File: src/rtl/vxc_add_sequencer.sv
// Chunk sequencer for the conjugate vector-times-constant add/subtract datapath.
// Issues one chunk read per cycle and tracks each chunk to its write-back slot.
module vxc_add_sequencer #(
  parameter int NOE      = 19,
  parameter int NI       = 8,
  parameter int ADDR_W   = 8,
  parameter int ELEM_W   = 64,
  parameter int MEM_LAT  = 1,
  parameter int PIPE_LAT = 7
) (
  input  logic              clk,
  input  logic              reset,
  input  logic              start,
  input  logic              op_in,
  input  logic [ELEM_W-1:0] const_in,
  input  logic [ADDR_W-1:0] rd_base,
  input  logic [ADDR_W-1:0] wr_base,
  input  logic              hold,
  output logic              rd_en,
  output logic [ADDR_W-1:0] rd_addr,
  output logic              dp_op,
  output logic [ELEM_W-1:0] dp_const,
  output logic              wr_en,
  output logic [ADDR_W-1:0] wr_addr,
  output logic [NI-1:0]     wr_mask,
  output logic              busy,
  output logic              finish
);

  localparam int CHUNKS     = (NOE + NI - 1) / NI;
  localparam int LAST_LANES = NOE - (CHUNKS - 1) * NI;
  localparam int LAT        = MEM_LAT + PIPE_LAT;

  localparam logic [ADDR_W-1:0] LAST_K    = ADDR_W'(CHUNKS - 1);
  localparam logic [NI-1:0]     LAST_MASK = {NI{1'b1}} >> (NI - LAST_LANES);

  typedef enum logic [1:0] {
    IDLE  = 2'd0,
    ISSUE = 2'd1,
    DRAIN = 2'd2
  } state_e;

  state_e              state_q, state_d;
  logic [ADDR_W-1:0]   k_q, k_d;
  logic                op_q, op_d;
  logic [ELEM_W-1:0]   const_q, const_d;
  logic [ADDR_W-1:0]   rd_base_q, rd_base_d;
  logic [ADDR_W-1:0]   wr_base_q, wr_base_d;
  logic                finish_q, finish_d;
  logic [LAT-1:0]      pipe_v_q, pipe_v_d;
  logic [ADDR_W-1:0]   pipe_k_q [LAT];
  logic [ADDR_W-1:0]   pipe_k_d [LAT];
  logic                issue;
  logic                last_wr;

  // The oldest pipeline stage is the chunk whose result leaves the datapath now.
  assign last_wr = pipe_v_q[LAT-1] && (pipe_k_q[LAT-1] == LAST_K);

  always_comb begin
    state_d   = state_q;
    k_d       = k_q;
    op_d      = op_q;
    const_d   = const_q;
    rd_base_d = rd_base_q;
    wr_base_d = wr_base_q;
    finish_d  = finish_q;
    issue     = 1'b0;

    case (state_q)
      IDLE: begin
        if (start) begin
          op_d      = op_in;
          const_d   = const_in;
          rd_base_d = rd_base;
          wr_base_d = wr_base;
          finish_d  = 1'b0;
          k_d       = '0;
          state_d   = ISSUE;
        end
      end
      ISSUE: begin
        if (!hold) begin
          issue = 1'b1;
          if (k_q == LAST_K) state_d = DRAIN;
          else               k_d     = k_q + ADDR_W'(1);
        end
      end
      DRAIN: begin
        if (last_wr) begin
          finish_d = 1'b1;
          state_d  = IDLE;
        end
      end
      default: state_d = IDLE;
    endcase

    // Free-running shift: a hold bubble simply travels down as valid=0.
    pipe_v_d[0] = issue;
    pipe_k_d[0] = k_q;
    for (int i = 1; i < LAT; i++) begin
      pipe_v_d[i] = pipe_v_q[i-1];
      pipe_k_d[i] = pipe_k_q[i-1];
    end
  end

  always_ff @(posedge clk or negedge reset) begin
    if (!reset) begin
      state_q   <= IDLE;
      k_q       <= '0;
      op_q      <= 1'b0;
      const_q   <= '0;
      rd_base_q <= '0;
      wr_base_q <= '0;
      finish_q  <= 1'b0;
      pipe_v_q  <= '0;
      for (int i = 0; i < LAT; i++) pipe_k_q[i] <= '0;
    end else begin
      state_q   <= state_d;
      k_q       <= k_d;
      op_q      <= op_d;
      const_q   <= const_d;
      rd_base_q <= rd_base_d;
      wr_base_q <= wr_base_d;
      finish_q  <= finish_d;
      pipe_v_q  <= pipe_v_d;
      for (int i = 0; i < LAT; i++) pipe_k_q[i] <= pipe_k_d[i];
    end
  end

  assign rd_en    = issue;
  assign rd_addr  = issue ? (rd_base_q + k_q) : '0;
  assign wr_en    = pipe_v_q[LAT-1];
  assign wr_addr  = pipe_v_q[LAT-1] ? (wr_base_q + pipe_k_q[LAT-1]) : '0;
  assign wr_mask  = !pipe_v_q[LAT-1] ? '0 : (last_wr ? LAST_MASK : {NI{1'b1}});
  assign dp_op    = op_q;
  assign dp_const = const_q;
  assign busy     = (state_q != IDLE);
  assign finish   = finish_q;

endmodule
File: config.mk
export PLATFORM = sky130hd
export DESIGN_NAME = vxc_add_sequencer
export DESIGN_NICKNAME = d
export VERILOG_FILES = /design/src/rtl/vxc_add_sequencer.sv
export SDC_FILE = /design/constraint.sdc
export NUM_CORES = 1
export LEC_CHECK = 0
export CORE_MARGIN = 2
export CORE_UTILIZATION = 55
export CTS_BUF_LIST = sky130_fd_sc_hd__clkbuf_8 sky130_fd_sc_hd__clkbuf_16
export DETAILED_ROUTE_END_ITERATION = 10
export DONT_BUFFER_PORTS = 1
export GPL_TIMING_DRIVEN = 0
export PLACE_DENSITY_LB_ADDON = 0.25
export SYNTH_ARGS = -nofsm -noshare
export SYNTH_HDL_FRONTEND = slang
export SYNTH_SLANG_ARGS = --single-unit
File: constraint.sdc
create_clock -name clk -period 4.29 [get_ports clk]
set_clock_uncertainty 0.15 [all_clocks]
set_input_delay 1.287 -clock clk [delete_from_list [all_inputs] [get_ports clk]]
set_output_delay 1.287 -clock clk [all_outputs]
set_load 0.02 [all_outputs]
### After elaboration in Yosys (flattened, before gate mapping)

Index checks and enable logic that the tools add are counted.
Widths: inputs -> output; s select.

| operators by class | value |
|---|---|
| add/sub/neg operators | 3 |
| equality and inequality tests | 9 |
| mux-type cells | 18 |
| reduce and logical (&&, ||, !) cells | 9 |

Operators by type and width:

| operator | count |
|---|---|
| $mux 8 | 7 |
| $add 8x8->8 | 2 |
| $eq 8x2->1 const B | 2 |
| $pmux 8 s2 | 1 |
| $ne 2x2->1 const B | 5 |
| $add 8x1->8 const B | 1 |
| $mux 2 | 4 |
| $reduce_and 4->1 | 2 |
| $pmux 2 s3 | 1 |
| $reduce_bool 2->1 | 3 |
| $mux 1 | 4 |
| $reduce_and 3->1 | 1 |
| $eq 2x1->1 const B | 1 |
| $eq 2x2->1 const B | 1 |
| $logic_not 2->1 | 1 |
| $pmux 1 s2 | 1 |
| $reduce_and 2->1 | 1 |
| $logic_and 1x1->1 | 1 |

| storage, ports and cells | value |
|---|---|
| register bits | 164 |
| output and inout port bits | 93 |
| logic and storage cells | 55 |

### Depth between registers and ports, before layout

| depth | value |
|---|---|
| depth in word-level cells | 4 |
| depth in mapped cells | 6 |

### Least setup slack after synthesis

No wires, ideal clock.

| timing path | value |
|---|---|
| kind | input to output |
| from | in hold |
| to | out rd_addr[6] |
| data arrival time | 2463 ps |
| path slack | 390 ps |
| stages | 5 |
| buffers on the path | 1 |
| cell sequence | or3b_1 buf_2 clkinv_1 nand3_1 o211ai_1 |

| between the ends | value |
|---|---|
| word-level cells in the longest chain between the ends | 3 |

Ends and longest elaborated chain:

| item | line | RTL |
|---|---|---|
| start: declaration | 18 | `input logic hold,` |
| $mux 1 | 82 | `if (!hold) begin` |
| $mux 1 | 69 | `case (state_q)` |
| via rd_en | 19 | `output logic rd_en,` |
| $mux 8 | 131 | `assign rd_addr = issue ? (rd_base_q + k_q) : '0;` |
| end: declaration | 20 | `output logic [ADDR_W-1:0] rd_addr,` |

The timed path passes the listed nets, and every way through them passes these cells.

### Worst setup path after layout

Ends and elaborated chain as after synthesis.

==> insert_results.sql <==
INSERT INTO impl_metrics (metric_group, metric, value, unit) VALUES
('clock_tree', 'clk_path_buf_depth', '2', ''),
('synthesis', 'synth_edf_count', '0', ''),
('timing', 'worst_slew_pin_slew', '0.704', 'ns'),
('worst_setup_path', 'worst_ep_required_time', '2.85', 'ns'),
('timing', 'max_slew_margin', '52.7', '%'),
('routing', 'postRouteAntennaNets', '0', ''),
('clock_tree', 'post-cts-setup-buffer-count', '0', ''),
('synthesis', 'yosysWarnings', '0', ''),
('hold_path', 'min_path_cells', '0', ''),
('routing', 'first_iter_violations', '320', ''),
('place', 'place.gp.congestion', '0.882', ''),
('die', 'ioPinCount', '178', ''),
('die', 'design.die.area', '12100', 'um2'),
('worst_setup_path', 'cell_count_of_the_worst_reg_to_reg_path', '5', ''),
('die', 'design.core.area', '10900', 'um2'),
('routing', 'detail_route.wirelength', '12100', 'um'),
('synthesis', 'netlist.area_leader.share', '66.5', '%'),
('global_routing', 'first_global_vias', '3906', ''),
('pwr', 'power_density', '784', 'nW/um2'),
('pwr', 'peakVddDrop', '335', 'uV'),
('layout', 'final_cell_count_no_fill', '760', ''),
('routing', 'detail_route.wl_per_cell', '15.9', 'um'),
('synthesis', 'proportion_of_synthesized_flip_flops_having_asynchronous_set_or_reset', '100', '%'),
('clock_tree', 'post_cts_sizing', '0', ''),
('clock_tree', 'cts.root.buffer_cell', 'clkbuf_8', ''),
('global_routing', 'wire_length_of_the_first_global_routing_pass', '18500', 'um'),
('place', 'dp_hpwl', '8350', 'um'),
('worst_setup_path', 'critical_path_depth', '5', ''),
('worst_setup_path', 'critical_path.max_stage_delay', '0.44', 'ns'),
('routing', 'drc', '0', ''),
('timing', 'setup_total_negative_slack', '0', 'ns'),
('worst_setup_path', 'critical_path_arrival', '2.65', 'ns'),
('die', 'die_width', '110', 'um'),
('place', 'place.detailed.instances', '728', ''),
('die', 'effective_utilization_at_floorplan', '56.7', '%'),
('layout', 'area_growth', '12.8', '%'),
('timing', 'hold-worst-slack', '0.196', 'ns'),
('timing', 'final_hold_viol_count', '0', ''),
('pwr', 'power.total', '5.46', 'mW'),
('worst_setup_path', 'worstSetupStartpoint', 'hold', ''),
('clock_tree', 'cts_hold_repair.buffers', '0', ''),
('routing', 'routed_via_density', '5.28', ''),
('global_routing', 'overflow', '0', ''),
('timing', 'fmax', '244', 'MHz'),
('outcome', 'run_status', 'finished, final reports clean', ''),
('clock_tree', 'clkLatencyLatePin', '0.52', 'ns'),
('layout', 'num_antenna_cells', '0', ''),
('worst_setup_path', 'crit_path_max_fanout', '11', ''),
('flow_run', 'max_cap_violations', '0', ''),
('synthesis', 'synth_area_per_cell', '10.5', 'um2'),
('global_routing', 'antenna_found_initial', '0', ''),
('clock_tree', 'ctsHtreeMaxLevel', '4', ''),
('layout', 'finalNetCount', '710', ''),
('synthesis', 'synth.lib_cells_used.distinct', '42', ''),
('hold_path', 'hold_start', 'pipe_k_d[45]', ''),
('clock_tree', 'clkTransAtPathRegs', '0.07', 'ns'),
('synthesis', 'synthFlopType', 'dfrtp_1', ''),
('synthesis', 'ys_ff_latch', '164', ''),
('worst_setup_path', 'critPathSlowestCell', 'o211ai_1', ''),
('worst_setup_path', 'crit-reg2reg-launch', 'state_q[1]', ''),
('layout', 'fillerInstances', '881', ''),
('synthesis', 'yosys-top-cells-area', 'dfrtp_1 67%, nand2_1 16%, ha_1 3.2%', ''),
('timing', 'grt_setup_unrepaired', 'false', ''),
('routing', 'drt_pre_antenna_iters', '4', ''),
('synthesis', 'post_synth_inst_count', '588', ''),
('die', 'num_rows', '38', ''),
('pwr', 'leakagePower', '3.59', 'nW'),
('layout', 'layout-drive-gt1-share', '6.45', '%'),
('layout', 'post-route-cell-area', '6960', 'um2'),
('clock_tree', 'total_clock_buffers_created_by_cts', '17', ''),
('synthesis', 'syn-cell-area', '6170', 'um2');
-- cells in the final DEF, fill, tap and decap left out, types with 4 or more instances in the layout --
cell and instances:
nand2_1 262, dfrtp_1 164, clkbuf_1 19, ha_1 16, clkbuf_16 16, o21ai_0 14, nor2_1 12, a21oi_1 11
nand3_1 11, inv_1 7, buf_4 7, nand2b_1 6, and2_1 6, xnor2_1 5, nor4b_1 4, clkinv_4 4
-- report_power, final --
part           switching [mW]  leakage, nW  internal (mW)
combinational           0.752         1.18          0.417
clock                   0.603        0.292          0.927
sequential              0.716         2.13           2.04
-- cells in the mapped netlist (3+ instances only) --
| cell | number |
|---|---|
| xnor2_1 | 5 |
| dfrtp_1 | 164 |
| nor4b_1 | 4 |
| and2_1 | 6 |
| and3_1 | 3 |
| clkbuf_1 | 19 |
| ha_1 | 16 |
| nor2_1 | 12 |
| nor3b_1 | 3 |
| nand3_1 | 11 |
| o21ai_0 | 14 |
| inv_1 | 7 |
| a211oi_1 | 3 |
| nand2b_1 | 6 |
| buf_4 | 7 |
| a21oi_1 | 11 |
| nand2_1 | 262 |
| o31ai_1 | 3 |
-- worst paths after layout --
check	endpoint	slack, ns
hold reg to reg	pipe_k_d[37]	0.20
max in group asynchronous	pipe_v_q[5]	3.49
hold / removal	pipe_k_d[37]	0.20
setup / recovery	rd_addr[6]	0.20
setup reg to reg	dp_const[24]	2.04
min in group asynchronous	rd_base_q[0]	0.31
-- cells by family (layout without fill, tap and decap cells) --
group | count (synthesis) | in the layout | synth area share (%)
AOI/OAI and AO/OA | 43 | 43 | 4.30
buffers and inverters | 35 | 67 | 2.58
and+or+nand+nor | 319 | 319 | 21.4
xor gates and xnor gates | 7 | 7 | 0.994
DFF | 164 | 164 | 66.5
adders and majority gates | 18 | 18 | 3.89
muxes | 2 | 2 | 0.325
-- sequential cells by signal (all words and copies together), names as in the netlist --
signal	cells
dp_op	1
pipe_k_q	8
dp_const	64
k_q	8
pipe_v_q	8
finish	1
rd_base_q	8
pipe_k_d	56
state_q	2
wr_base_q	8
-- layout make-up --
class | instances | area, um2 | share of cell area, %
inverters | 8 | 30.0 | 0.431
plain buffers | 27 | 129 | 1.85
multi-input cells | 389 | 1910 | 27.4
clock inverters | 13 | 174 | 2.50
well taps | 140 | 175 | 2.52
clock buffers | 19 | 442 | 6.35
flip-flops and latches | 164 | 4100 | 59.0
-- metal layers --
layer	GRT usage (%)	part of all wire (%)
met5	0	0
met4	8.59	1.6
met3	6.70	6.5
met2	32.3	51
met1	26.2	41
-- stage by stage --
step | setup WS (ns) | utilization [%]
floorplan | 0.390 | -
global placement | 0.209 | 58.3
detailed placement | 0.207 | 58.3
CTS | 0.145 | 63.9
global route | 0.0588 | 63.9
finish | 0.199 | 63.9
No activity file was read; power rests on OpenSTA's default activity.
==> RTL change 1: new RTL, same flow settings <==
Change the parameter `ELEM_W` from 64 to 128.
--- a/src/rtl/vxc_add_sequencer.sv
+++ b/src/rtl/vxc_add_sequencer.sv
@@ -4,7 +4,7 @@
   parameter int NOE      = 19,
   parameter int NI       = 8,
   parameter int ADDR_W   = 8,
-  parameter int ELEM_W   = 64,
+  parameter int ELEM_W   = 128,
   parameter int MEM_LAT  = 1,
   parameter int PIPE_LAT = 7
 ) (
Ports: changed (resized const_in and dp_const); port bits go from 178 to 306. The function was not compared with the original's and may differ.
==> RTL change 1 against the unedited design <==
Sequential cell count increased by 64; power up 47%; area after synthesis rose by 38%; routed wire length increased by 60%; worst hold slack better by 0.85 ps; worst setup slack got worse by 27 ps; sequential power increased by 55%; final cell count is 43% higher; cell area is 39% higher; core utilization is 0.48 points lower.
==> RTL change 1: results (changes against the unedited design) <==
- CLK BUF: 29 (was 19)
- Layout Area Growth over Synthesis: 12.87% (was 12.82%)
- Vias in the first global route: 5558 (was 3906)
- Ratio of cells with drive above 1 in the final layout: 0.05432 (was 0.06452)
- Post-CTS Setup Bufs: 0 (unchanged)
- R2r endpoint: dp_const[52] (was dp_const[24])
- Reg area: 5705 sq um (was 4104 sq um)
- Lkg Pwr: 5.092 nW (was 3.593 nW)
- Clock distribution power: 2.18 mW (was 1.53 mW)
- TritonCTS Buffers: 24 (was 17)
- DR iter-0 viols: 355 (was 320)
- Non-clock buffers, area share: 0.01881 (was 0.01852)
- Mapped Area: 8543 sq um (was 6168 sq um)
- WHS: 197.3 ps (was 196.4 ps)
- Max_slew headroom: 0.4647 (was 0.5266)
- CP top delay family: compound AO/OA/AOI/OAI gates (was simple AND/OR/NAND/NOR gates)
- Seq Cell Count: 228 (was 164)
- Sw power: 3.182 mW (was 2.072 mW)
- Synth cell types: 43 (was 42)
- Multi-input comb cells: 581 (was 389)
- Routed WL: 19.43 mm (was 12.11 mm)
- Initial DRT Pass Iterations: 4 (unchanged)
- Placed Cells: 1046 (was 728)
- Logic pwr share: 0.199 (was 0.214)
- Crit path from: hold (unchanged)
- Fillcell total: 1252 (was 881)
- Global-route wire length before repair: 29.30 mm (was 18.55 mm)
- Clock slew at reported path FFs: 60 ps
- DR vias/cell: 5.296 (was 5.282)
- Hold_sp: pipe_k_d[23] (was pipe_k_d[45])
- Endpoint, Worst Hold: pipe_k_d[15] (was pipe_k_d[37])
- Reg2reg setup slack: 1760 ps (was 2040 ps)
- Largest net degree at the start of global routing: 229 (was 165)
- Htree depth: 1 (was 4)
- CTS Root Cell: clkbuf_16 (was clkbuf_8)
- Status: finished, final reports clean (unchanged)
- GRT Overall Usage: 0.2285 (was 0.2050)
- Maximum root-to-sink buffer count: 3 (was 2)
- Gpl congestion: 0.8574 (was 0.8821)
- Most area-consuming cells after synthesis: dfrtp_1 (67%), nand2_1 (20%), ha_1 (2.3%) (was dfrtp_1 (67%), nand2_1 (16%), ha_1 (3.2%))
- Worst skew pair latency: 500 ps (was 520 ps)
- Dpl cell area: 8778 sq um (was 6344 sq um)
- Register area share after synthesis: 0.6678 (was 0.6653)
- Fraction of area in multi-input gates: 0.2729 (was 0.2738)
- Post-Synthesis Cells: 858 (was 588)
- Clock network share of area: 0.08914 (was 0.08846)
- Clock network fraction of total power: 0.271 (was 0.280)
- Critical Path Max Stage Delay: 500 ps (was 440 ps)
- Plain + repair buffers: 41 (was 27)
- CP Data Arrival Time: 2680 ps (was 2650 ps)
- Ant diodes: 0 (unchanged)
- Maximum VDD drop: 0.4758 mV (was 0.3354 mV)
- Hpwl dp: 13.82 mm (was 8.349 mm)
- Most frequent cells after synthesis: nand2_1 (454), dfrtp_1 (228), clkbuf_1 (30) (was nand2_1 (262), dfrtp_1 (164), clkbuf_1 (19))
- Largest register FFs: 128 (was 64)
- Post-Layout Cell Count: 1090 (was 760)
## RTL change 1: changes by cell type in the layout (fill, tap and decap cells not counted), moves of 3 or more
cell | unedited run | this run
clkinv_4 | 4 | 1
inv_6 | 3 | 0
dfrtp_1 | 164 | 228
clkbuf_1 | 19 | 30
inv_1 | 7 | 11
clkinv_2 | 0 | 4
clkbuf_16 | 16 | 25
nand2_1 | 262 | 454
buf_1 | 0 | 3
## RTL change 1: repair_timing
action	4_1_cts	5_1_grt
hold endpoints to repair	0	0
setup endpoints to repair	0	1
hold buffers	0	0
gates resized for setup	0	1
## RTL change 1: cell families after synthesis
family / share of synthesized area
flops: 0.6678
compound gates: 0.03105
buf+inv: 0.02475
simple gates: 0.2387
mux: 0.002343
fa+ha+maj: 0.02812
xor+xnor: 0.007176
## RTL change 1: per-layer routing
metal / wire [microns] / global-route usage
met1: 7861 / 0.3064
met2: 9503 / 0.3770
met3: 1654 / 0.05738
met4: 414 / 0.06394
met5: 0 / 0
==> RTL change 2: new RTL, same settings <==
Without the edit above. The 3 states of `state_e` get a one-hot encoding in 3 bits.
--- a/src/rtl/vxc_add_sequencer.sv
+++ b/src/rtl/vxc_add_sequencer.sv
@@ -34,10 +34,10 @@
   localparam logic [ADDR_W-1:0] LAST_K    = ADDR_W'(CHUNKS - 1);
   localparam logic [NI-1:0]     LAST_MASK = {NI{1'b1}} >> (NI - LAST_LANES);
 
-  typedef enum logic [1:0] {
-    IDLE  = 2'd0,
-    ISSUE = 2'd1,
-    DRAIN = 2'd2
+  typedef enum logic [2:0] {
+    IDLE  = 3'b001,
+    ISSUE = 3'b010,
+    DRAIN = 3'b100
   } state_e;
 
   state_e              state_q, state_d;
Behaviour: no difference found for any inputs over 4 cycles, from zero or initial values and one cycle with reset low; so few cycles prove little.
==> RTL change 2 against the unedited design <==
Critical endpoint unchanged; routed wire length increased by 0.99%; critical path type unchanged; area after synthesis increased by 2.7%; final cell count increased by 1.2%; worst hold slack got worse by 7.6 ps; cell area increased by 1.9%; global-route usage about the same; sequential cell count increased by 1; worst setup slack got worse by 38 ps; power decreased by 5.5%; largest power group unchanged.
==> RTL change 2: results (changes against the unedited design) <==
- Register area share after synthesis: 0.6520 (was 0.6653)
- Lkg Pwr: 3.745 nW (was 3.593 nW)
- Asr flop ratio synth: 1.000 (unchanged)
- Largest net degree at the start of global routing: 166 (was 165)
- Clock slew at reported path FFs: 70 ps (about the same)
- TritonCTS Buffers: 17 (unchanged)
- Placed Cells: 737 (was 728)
- Worst-path fanout max: 10 (was 11)
- Antenna violations before repair: 0 (unchanged)
- Most frequent cells after synthesis: nand2_1 (251), dfrtp_1 (164), ha_1 (16) (was nand2_1 (262), dfrtp_1 (164), clkbuf_1 (19))
- Maximum root-to-sink buffer count: 2 (unchanged)
- GRT Overall Usage: 0.2054 (was 0.2050)
- FF-to-FF path depth: 6 (was 5)
- Maximum VDD drop: 0.4683 mV (was 0.3354 mV)
- Top FF cell, synth: dfrtp_1 (unchanged)
- Initial DRT Pass Iterations: 4 (unchanged)
- Global-route wire length before repair: 20.03 mm (was 18.55 mm)
- Post-Syn Nets: 697 (was 691)
- Placement Setup Slack: 32.07 ps (was 206.5 ps)
- Post-Synth Adder-Cell Area: 0.03792 (was 0.03895)
- CTS Root Cell: clkbuf_16 (was clkbuf_8)
- Post-cts sizing count: 0 (unchanged)
- Synth cell types: 53 (was 42)
- Ant diodes: 0 (unchanged)
- Slew of the pin with the lowest slew margin: 781.3 ps (was 704.1 ps)
- Ratio of cells with drive above 1 in the final layout: 0.08786 (was 0.06452)
- Hold WC Path Type: flip-flop to flip-flop (unchanged)
- WL per Instance: 15.91 microns (was 15.94 microns)
- Largest register FFs: 64 (unchanged)
- Worst skew pair latency: 410 ps (was 520 ps)
- Vias in the first global route: 4105 (was 3906)
- Port bufs: 0 (unchanged)
- WHS Path Cells: 0 (unchanged)
- Combinational family with the most area after synthesis: simple AND/OR/NAND/NOR gates (unchanged)
- XOR/XNOR Fraction of Synth Area: 0.01106 (was 0.009939)
- Yosys warns: 0 (unchanged)
- Hpwl dp: 8.311 mm (was 8.349 mm)
- Post-layout net count: 716 (was 710)
- DR iter-0 viols: 353 (was 320)
- Routed WL: 12.23 mm (was 12.11 mm)
- Status: finished, final reports clean (unchanged)
- Post-CTS Setup Bufs: 0 (unchanged)
- Htree depth: 4 (unchanged)
- Post-synthesis mux area share: 0.009678 (was 0.003245)
- Fillcell total: 934 (was 881)
- CP Data Arrival Time: 2690 ps (was 2650 ps)
- Gpl congestion: 0.8350 (was 0.8821)
- Most area-consuming cells after synthesis: dfrtp_1 (65%), nand2_1 (15%), ha_1 (3.2%) (was dfrtp_1 (67%), nand2_1 (16%), ha_1 (3.2%))
- Compound-Gate Fraction of Synth Area: 0.05293 (was 0.04300)
- DR vias/cell: 5.362 (was 5.282)
- Syn avg cell area: 10.66 sq um (was 10.49 sq um)
-- RTL change 2: where the power goes --
group	switching (mW)	total (mW)	internal [mW]
sequential	0.682	2.69	2.00
combinational	0.641	1.02	0.375
clock	0.595	1.46	0.861
total	1.92	5.16	3.24
-- RTL change 2: metal layers --
| layer | wire length, microns | global-route usage | share of wire | vias to the layer above |
|---|---|---|---|---|
| li1 | - | - | - | 1955 |
| met1 | 5172 | 0.2688 | 0.42 | 2006 |
| met2 | 6151 | 0.3252 | 0.50 | 145 |
| met3 | 721 | 0.06944 | 0.059 | 17 |
| met4 | 189 | 0.07243 | 0.015 | 0 |
| met5 | 0 | 0 | 0 | - |
-- RTL change 2: kinds of logic (layout without fill, tap and decap cells) --
family	Yosys count	after routing
XOR/XNOR	8	8
AO/OA/AOI/OAI	47	47
AND/OR/NAND/NOR	311	311
flip-flops	165	165
adder cells (fa/ha/maj)	18	18
multiplexers	6	6
buffers and inverters	39	71
-- RTL change 2: critical path: stages --
cell,delay (ps)
or4b_1,480
buf_6,170
or4_1,510
nand3_1,240
-- RTL change 2: path summary, 6_finish.rpt --
kind	start	endpoint	slack, ps
worst max-delay path	hold	rd_addr[6]	160
worst min-delay path	pipe_k_d[11]	pipe_k_d[3]	190
worst max register to register	state_q[0]	dp_const[57]	1930
worst min register to register	pipe_k_d[11]	pipe_k_d[3]	190
max in group asynchronous	reset	state_q[0]	3290
min in group asynchronous	reset	rd_base_q[3]	420
-- RTL change 2: layout make-up --
class,instances,area (sq um),share of cell area
Buffer,30,157.7,0.02222
Sequential cell,165,4130,0.5822
Clock buffer,21,480.5,0.06772
Inverter,9,33.78,0.004762
Multi-Input combinational cell,390,2013,0.2838
Clock inverter,11,100.1,0.01411
Tap cell,143,178.9,0.02522
-- RTL change 2: metrics by stage --
stage               area, sq um  utilization
floorplan                  6335            -
global placement           6514       0.5754
detailed placement         6514       0.5754
CTS                        7094       0.6267
global route               7094       0.6267
finish                     7094       0.6267
